===== config.mk =====
export PLATFORM = sky130hd
export DESIGN_NAME = icache_responder
export DESIGN_NICKNAME = d
export VERILOG_FILES = /design/src/rtl/icache_responder.sv
export SDC_FILE = /design/constraint.sdc
export NUM_CORES = 1
export LEC_CHECK = 0
export CAP_MARGIN = 25
export CELL_PAD_IN_SITES_DETAIL_PLACEMENT = 0
export CELL_PAD_IN_SITES_GLOBAL_PLACEMENT = 1
export CORE_UTILIZATION = 51
export CTS_BUF_LIST = sky130_fd_sc_hd__clkbuf_8
export CTS_CLUSTER_DIAMETER = 60
export DETAILED_ROUTE_END_ITERATION = 10
export GPL_TIMING_DRIVEN = 0
export PLACE_DENSITY = 0.88
export RECOVER_POWER = 25
export SYNTH_ARGS = -nofsm -noshare
export SYNTH_HDL_FRONTEND = slang
export SYNTH_SLANG_ARGS = --single-unit

===== constraint.sdc =====
create_clock -name CLK -period 4.5 [get_ports CLK]
set_input_delay 0.675 -clock CLK [delete_from_list [all_inputs] [get_ports CLK]]
set_output_delay 0.675 -clock CLK [all_outputs]
set_load 0.02 [all_outputs]

===== src/rtl/icache_responder.sv =====
// icache_responder: direct-mapped, one-word-per-frame instruction cache.
// Answers datapath fetches (imemREN/imemaddr -> ihit/imemload) with
// zero-cycle hit latency and, on a miss, reads the word from the memory
// controller (iREN/iaddr <- iwait/iload) and fills the frame.
//
// Ports:
//   CLK, nRST          clock (rising edge), async active-low reset
//   imemREN, imemaddr  fetch request and byte address (bits [1:0] ignored)
//   ihit, imemload     fetch data valid and instruction word
//   flush              invalidate all frames
//   iREN, iaddr        memory read request and word-aligned address
//   iwait, iload       memory busy and read data
//   miss_count         saturating count of misses since reset

// One cache frame: valid bit with reset, tag and data without.
// Ports: CLK/nRST, flush (clear valid), we/wtag/wdata (fill), valid/tag/data.
module icache_frame #(
  parameter int TAG_W = 26
) (
  input  logic             CLK,
  input  logic             nRST,
  input  logic             flush,
  input  logic             we,
  input  logic [TAG_W-1:0] wtag,
  input  logic [31:0]      wdata,
  output logic             valid,
  output logic [TAG_W-1:0] tag,
  output logic [31:0]      data
);
  always_ff @(posedge CLK or negedge nRST) begin
    if (!nRST)      valid <= 1'b0;
    else if (flush) valid <= 1'b0;
    else if (we)    valid <= 1'b1;
  end

  // Tag/data are only meaningful while valid, so they need no reset.
  always_ff @(posedge CLK) begin
    if (we) begin
      tag  <= wtag;
      data <= wdata;
    end
  end
endmodule

module icache_responder #(
  parameter int SETS  = 16,
  parameter int CNT_W = 16
) (
  input  logic             CLK,
  input  logic             nRST,
  input  logic             imemREN,
  input  logic [31:0]      imemaddr,
  output logic             ihit,
  output logic [31:0]      imemload,
  input  logic             flush,
  output logic             iREN,
  output logic [31:0]      iaddr,
  input  logic             iwait,
  input  logic [31:0]      iload,
  output logic [CNT_W-1:0] miss_count
);
  localparam int IDX_W = $clog2(SETS);
  localparam int TAG_W = 30 - IDX_W;

  typedef struct packed {
    logic [TAG_W-1:0] tag;
    logic [IDX_W-1:0] idx;
  } line_addr_t;

  typedef enum logic {IDLE = 1'b0, FETCH = 1'b1} state_t;

  state_t     state, state_nxt;
  line_addr_t req, miss_addr;

  logic [SETS-1:0]            f_valid;
  logic [SETS-1:0][TAG_W-1:0] f_tag;
  logic [SETS-1:0][31:0]      f_data;

  logic lookup_hit, miss_start, fill;
  logic unused_byte_sel;

  assign req             = imemaddr[31:2];
  assign unused_byte_sel = ^imemaddr[1:0];

  assign lookup_hit = f_valid[req.idx] && (f_tag[req.idx] == req.tag);
  // flush blocks miss entry so a flushed cycle never starts a fill.
  assign miss_start = (state == IDLE) && imemREN && !flush && !lookup_hit;
  // flush in FETCH aborts the fill: the frame is left invalid.
  assign fill       = (state == FETCH) && !iwait && !flush;

  for (genvar g = 0; g < SETS; g++) begin : g_frame
    icache_frame #(.TAG_W(TAG_W)) u_frame (
      .CLK   (CLK),
      .nRST  (nRST),
      .flush (flush),
      .we    (fill && (miss_addr.idx == IDX_W'(g))),
      .wtag  (miss_addr.tag),
      .wdata (iload),
      .valid (f_valid[g]),
      .tag   (f_tag[g]),
      .data  (f_data[g])
    );
  end

  // State register
  always_ff @(posedge CLK or negedge nRST) begin
    if (!nRST) state <= IDLE;
    else       state <= state_nxt;
  end

  // Next-state logic
  always_comb begin
    state_nxt = state;
    case (state)
      IDLE:    if (miss_start)      state_nxt = FETCH;
      FETCH:   if (flush || !iwait) state_nxt = IDLE;
      default:                      state_nxt = IDLE;
    endcase
  end

  // Output logic
  always_comb begin
    ihit     = 1'b0;
    imemload = '0;
    iREN     = 1'b0;
    iaddr    = '0;
    case (state)
      IDLE: begin
        ihit     = imemREN && !flush && lookup_hit;
        imemload = ihit ? f_data[req.idx] : '0;
      end
      FETCH: begin
        iREN  = 1'b1;
        iaddr = {miss_addr, 2'b00};
      end
      default: ;
    endcase
  end

  // Miss address latch and saturating miss counter; both advance only on
  // the IDLE->FETCH transition, so wait cycles never double-count.
  always_ff @(posedge CLK or negedge nRST) begin
    if (!nRST) begin
      miss_addr  <= '0;
      miss_count <= '0;
    end else if (miss_start) begin
      miss_addr <= req;
      if (miss_count != '1) miss_count <= miss_count + 1'b1;
    end
  end
endmodule


=== Yosys cells after proc, flatten, opt, wreduce, memory -nomap -nowiden ===
Index checks and enable logic that the tools add are counted.

* Register bits after elaboration: 991
* Bits in latches: 0
* RAM bits: 0
* Bits in read-only memories: 0
* Bits of input ports: 69
* Output and inout bits: 82
* Word-level logic and storage cells: 164
* Memories: 0

* Add/subtract/negate cells: 1
* Multiply operators: 0
* Divide/modulo/power cells: 0
* Magnitude comparators: 1
* Eq/ne operators: 17
* Shift operators: 0
* Mux-type cells: 46
* Bitwise operators: 1
* Reduce and logical (&&, ||, !) cells: 46

{| class="wikitable"
|+ Operators with widths
! kind !! number
|-
| binary-select mux 32 bit (select 4 bit) || 1
|-
| two-way mux 32 bit || 4
|-
| binary-select mux 26 bit (select 4 bit) || 1
|-
| two-way mux 1 bit || 37
|-
| equality test 4 bit (second input constant) || 8
|-
| nonzero test 2 bit || 16
|-
| equality test 26 bit || 1
|-
| two-way mux 26 bit || 1
|-
| logical AND 1 bit || 24
|-
| adder 16 x 1 -> 16 bit (second input constant) || 1
|-
| equality test 4 x 3 -> 1 bit (second input constant) || 4
|-
| inequality test 16 bit (second input constant) || 1
|-
| equality test 4 x 2 -> 1 bit (second input constant) || 2
|-
| < comparator 4 x 5 -> 1 bit (second input constant) || 1
|-
| binary-select mux 1 bit (select 4 bit) || 1
|-
| equality test 4 x 1 -> 1 bit (second input constant) || 1
|-
| logical NOT 4 bit || 1
|-
| logical NOT 1 bit || 3
|-
| one-hot mux 1 bit (2 select lines) || 1
|-
| AND reduction 2 bit || 1
|-
| logical OR 1 bit || 1
|-
| inverter 1 bit || 1
|}

=== Logic depth before layout (Yosys ltp) ===
* Depth in word-level cells: 8
* Mapped depth: 15
* Mapped depth without buffers: 10

=== Hierarchy ===
A second synthesis with hierarchy kept.

* Cell total of the unflattened synthesis: 1,758
* Area total of the unflattened synthesis: 38,846.0 sq um

{| class="wikitable"
|+ By module, submodules not included
! module !! instances !! cells an instance !! area each (sq um) !! seq. area each (sq um)
|-
| icache_frame || 16 || 60 || 1,776.7 || 1,766.7
|-
| icache_responder || 1 || 798 || 10,418.7 || 1,176.1
|}

=== Worst setup path after synthesis ===
No wires, ideal clock.

* Path type: input -> register
* Start point: in flush
* End point: reg g_frame[0].u_frame.data[0], enable pin
* Library setup time: 0.474 ns
* Arrival: 3.934 ns
* Path slack: 0.092 ns
* Stages: 5
* Buffers on the path: 2
* Cells stage by stage: clkbuf_1 -> nor4b_1 -> nand2b_1 -> clkbuf_1 -> nor2_1

* Cells in the longest elaborated chain, start to end: 3

{| class="wikitable"
|+ RTL lines
! what !! RTL line !! source
|-
| start, declared || 55 || <nowiki>input logic flush,</nowiki>
|-
| logical NOT 1 bit || 89 || <nowiki>assign fill = (state == FETCH) && !iwait && !flush;</nowiki>
|-
| logical AND 1 bit || 89 ||
|-
| logical AND 1 bit || 96 || <nowiki>.we (fill && (miss_addr.idx == IDX_W'(g))),</nowiki>
|-
| named net g_frame[0].u_frame.we || 23 || <nowiki>input logic we,</nowiki>
|-
| end signal, assigned || 40 || <nowiki>data <= wdata;</nowiki>
|-
| end, declared || 28 || <nowiki>output logic [31:0] data</nowiki>
|}

The timed path passes the listed nets, and every way through them passes these cells.
A chain may end at the register's enable or synchronous reset.

=== Worst setup path after layout ===
* Start point: reg g_frame[11].u_frame.tag[12]
* End point: out imemload[12]

* Cells in the longest elaborated chain, start to end: 7

{| class="wikitable"
|+ RTL lines
! what !! RTL line !! source
|-
| start, declared || 27 || <nowiki>output logic [TAG_W-1:0] tag,</nowiki>
|-
| start signal, assigned || 39 || <nowiki>tag <= wtag;</nowiki>
|-
| binary-select mux 26 bit (select 4 bit) || 85 || <nowiki>assign lookup_hit = f_valid[req.idx] && (f_tag[req.idx] == req.tag);</nowiki>
|-
| two-way mux 26 bit (implied by the code) || 85 ||
|-
| equality test 26 bit || 85 ||
|-
| logical AND 1 bit || 85 ||
|-
| logical AND 1 bit || 129 || <nowiki>ihit = imemREN && !flush && lookup_hit;</nowiki>
|-
| two-way mux 32 bit || 130 || <nowiki>imemload = ihit ? f_data[req.idx] : '0;</nowiki>
|-
| two-way mux 32 bit || 127 || <nowiki>case (state)</nowiki>
|-
| end, declared || 54 || <nowiki>output logic [31:0] imemload,</nowiki>
|}

Every way passes these cells. The select of a mux whose other input is x is not followed.

==> flow_summary.toml <==
[status]
outcome = "finished, violations left"
violations = "setup timing"

[route]
antenna_left = 0
wl_met3_mm = 10.9
viasPerCell = 6.20
dr_wl_met2_mm = 46.0
firstDrtPassIters = 5
wl_mm = 94.0
drc = 0
top_layer_used = "met5"
wl_per_cell_um = 29.6
drtIter0Drc = 2425
wirelength_met1_mm = 34.3
vias = 19700

[placement]
portBuffers = 142
post-place-ws_ns = -2.33
post_dp_cell_area_um2 = 42400
place_hpwl_mm = 60.0
place.gp.congestion = 0.800

[pwr]
power_switching_w = 0.00433
clock_power_share_pct = 36.7
power.leakage_nw = 15.1
power_w = 0.0188
pwr-share-comb_pct = 6.6
ir_drop_uv = 303
seq_power_share_pct = 56.7
p_int_w = 0.0145
swShare_pct = 23.0
power_per_cell_area_nw_per_um2 = 413

[clock_tree]
clockRootBuffer = "clkbuf_8"
clk_path_buf_depth = 3
cts_made_buffers = 150
htreeDepth = 4
cts.sinks = 991
clk_latency_ns = 0.81
path_clk_slew_ns = 0.06
cts_tree = "done"

[floorplanning]
num_rows = 100
fp.dieH_um = 277
die_w_um = 277
die_area_um2 = 76800
initial_core_util_pct = 51.7
coreArea_um2 = 74700
io_pins = 151

[worst_setup_path]
critical_path_cell_count = 11
crit_family = "multiplexers"
critPathMaxFanout = 10
crit_path_max_incr_delay_ns = 0.56
r2r_cells = 10
cp_slowest_cell = "or4b_4"
worstPathCellList = "mux4_2 -> mux4_2 -> xor2_4 -> a31oi_4 -> o2111ai_2 -> or4b_4 -> nor2_4 -> buf_12 -> clkbuf_16 -> and3_1 -> buf_4"
crit_type = "register to output pin"
required_ns = 3.83
critPathBufInv = 3
cp-start-kind = "register"
critPathCaptureType = "output pin"
critPathMostFrequentCell = "mux4_2"
critPathArrivalTime_ns = 4.15

[logic_synthesis]
ys.flop_type = "edfxtp_1"
async_reset_ff_share_pct = 6.36
synthTopCellsByArea = "edfxtp_1, mux4_2, dfrtp_1"
yosys.area.top_type_share_pct = 72.1
synth-seq-cells = 991
syn_area_per_cell_um2 = 22.3
synth_area_um2 = 38600
yosys.area.top_type = "edfxtp_1"
syn_inst = 1730
seq_area_frac_synth_pct = 76.2
synth_edf_count = 928
yosys_warnings = 0
ys_types = 53

[layout]
postLayoutCellArea_um2 = 45600
area_growth_pct = 18.1
nets = 2147
n_fill_cell = 4872
layout-drive-gt1-share_pct = 31.7
layout_commonest_cell = "edfxtp_1"
final_cell_mix = "edfxtp_1, mux4_2, clkbuf_8"

[global_routing]
grt_antenna_before_repair = 10
grt_max_degree = 64
grt-ovfl-total = 0
grt_pass1_wl_mm = 135
grt_usage_pct = 24.7
grt_pass1_vias = 20400

[flow_run]
maxCapViolations = 0

[timing]
maxSlewViolCount = 0
worst_slack_ns = -0.328
clock.fmax_mhz = 207
max_slew.worst_pin.slew_ns = 1.08
finalSetupViolCount = 33
hold_viol = 0
setup_tns_ns = -9.07
rsz0062_at_grt = "yes"
clock_skew_ns = 0.0343
relSlewSlack_pct = 28.1
period_needed_ns = 4.83
fin_crit_sh_pct = 107

[worst_hold_path]
worstHoldPathCells = 1
hp-class = "register to register"
-- final cells by class --
class                           instances  area [um2]  area share [%]
Timing Repair Buffer                  194        2500            5.47
Tap cell                              969        1210            2.66
Clock inverter                        108         568            1.25
Inverter                               22        82.6           0.181
Antenna cell                            6        15.0          0.0329
Clock buffer                          161        2220            4.86
Buffer                                 93         671            1.47
Sequential cell                       991       29400            64.5
Multi-Input combinational cell        625        8910            19.5
-- power by group through the flow --
| stage | clock (W) | combinational [W] | sequential [W] |
|---|---|---|---|
| 6_report | 0.00690 | 0.00125 | 0.0107 |
| 5_1_grt | 0.00737 | 0.00132 | 0.0107 |
| 4_1_cts | 0.00700 | 0.00125 | 0.0107 |
| 3_5_place_dp | 0 | 0.00122 | 0.0109 |
| 3_3_place_gp | 0 | 0.00115 | 0.0108 |
| 2_1_floorplan | 0 | 0.000670 | 0.0108 |
-- synth_stat cells, types with 3 or more instances --
library cell,number
edfxtp_1,928
mux4_2,268
dfrtp_1,63
mux2i_1,49
clkbuf_1,40
and3_1,37
nor2_1,33
and2_1,32
nand2_1,30
xnor2_1,29
mux2_2,28
buf_2,22
inv_1,20
xor2_1,18
o22ai_1,17
buf_4,14
buf_6,10
nand2b_1,9
nand3_1,9
o21ai_0,8
buf_1,7
a22oi_1,6
nor3_1,6
a21oi_1,4
nand4_1,4
o2111ai_1,3
or3_1,3
-- worst reg2reg max path: stages, from the launching register on --
cell and delay, ns:
edfxtp_1 0.38, mux4_2 0.49, mux4_2 0.53, xor2_4 0.19, a31oi_4 0.19, o2111ai_2 0.17, or4b_4 0.56, buf_4 0.17
o21ai_4 0.33, buf_6 0.28, mux2_2 0.36
-- final timing paths --
path / to / from / slack [ns]
worst max-delay path: imemload[12] / g_frame[11].u_frame.tag[12]$_DFFE_PP_ / -0.33
worst min-delay path: miss_count[12]$_DFFE_PN0P_ / miss_count[12]$_DFFE_PN0P_ / 0.50
worst max register to register: miss_addr[13]$_DFFE_PN0P_ / g_frame[11].u_frame.tag[12]$_DFFE_PP_ / 0.73
worst min register to register: miss_count[12]$_DFFE_PN0P_ / miss_count[12]$_DFFE_PN0P_ / 0.50
max in group asynchronous: miss_addr[16]$_DFFE_PN0P_ / nRST / 3.34
min in group asynchronous: miss_addr[11]$_DFFE_PN0P_ / nRST / 0.55
-- per-layer routing --
metal | global-route usage [%] | vias up
li1 | - | 7925
met1 | 32.7 | 10200
met2 | 39.6 | 1294
met3 | 6.50 | 193
met4 | 9.34 | 8
met5 | 0 | -
-- metrics by stage --
stage	instances	util, %	hold WS, ns
after floorplan	1731	-	0.379
after global placement	2842	55.2	0.480
after detailed placement	2889	56.8	0.501
after CTS	3162	60.9	0.474
after global routing	3166	61.1	0.527
final	3169	61.1	0.503
-- registers in the layout (all words and copies together), names as in the netlist --
signal / cells
g_frame.u_frame.valid: 16
g_frame.u_frame.tag: 416
state: 1
miss_addr: 30
miss_count: 16
g_frame.u_frame.data: 512
-- timing repair --
item / 4_1_cts / 5_1_grt
gates cloned: 0 / 0
endpoints found under the setup margin: 33 / 33
hold buffers: 1 / 0
hold endpoints to repair: 5 / 0
gates resized for setup: 283 / 25
pin swaps: 2 / 0
setup buffers: 3 / 0
-- logic make-up after synthesis --
group	count (synthesis)	share of synthesized area, %
compound gates	54	0.978
buf+inv	115	1.52
fa+ha+maj	1	0.0324
xor+xnor	47	1.07
other cells	1	0.00971
mux	346	17.7
flops	991	76.2
simple gates	175	2.43
No activity file was read; power rests on OpenSTA's default activity.
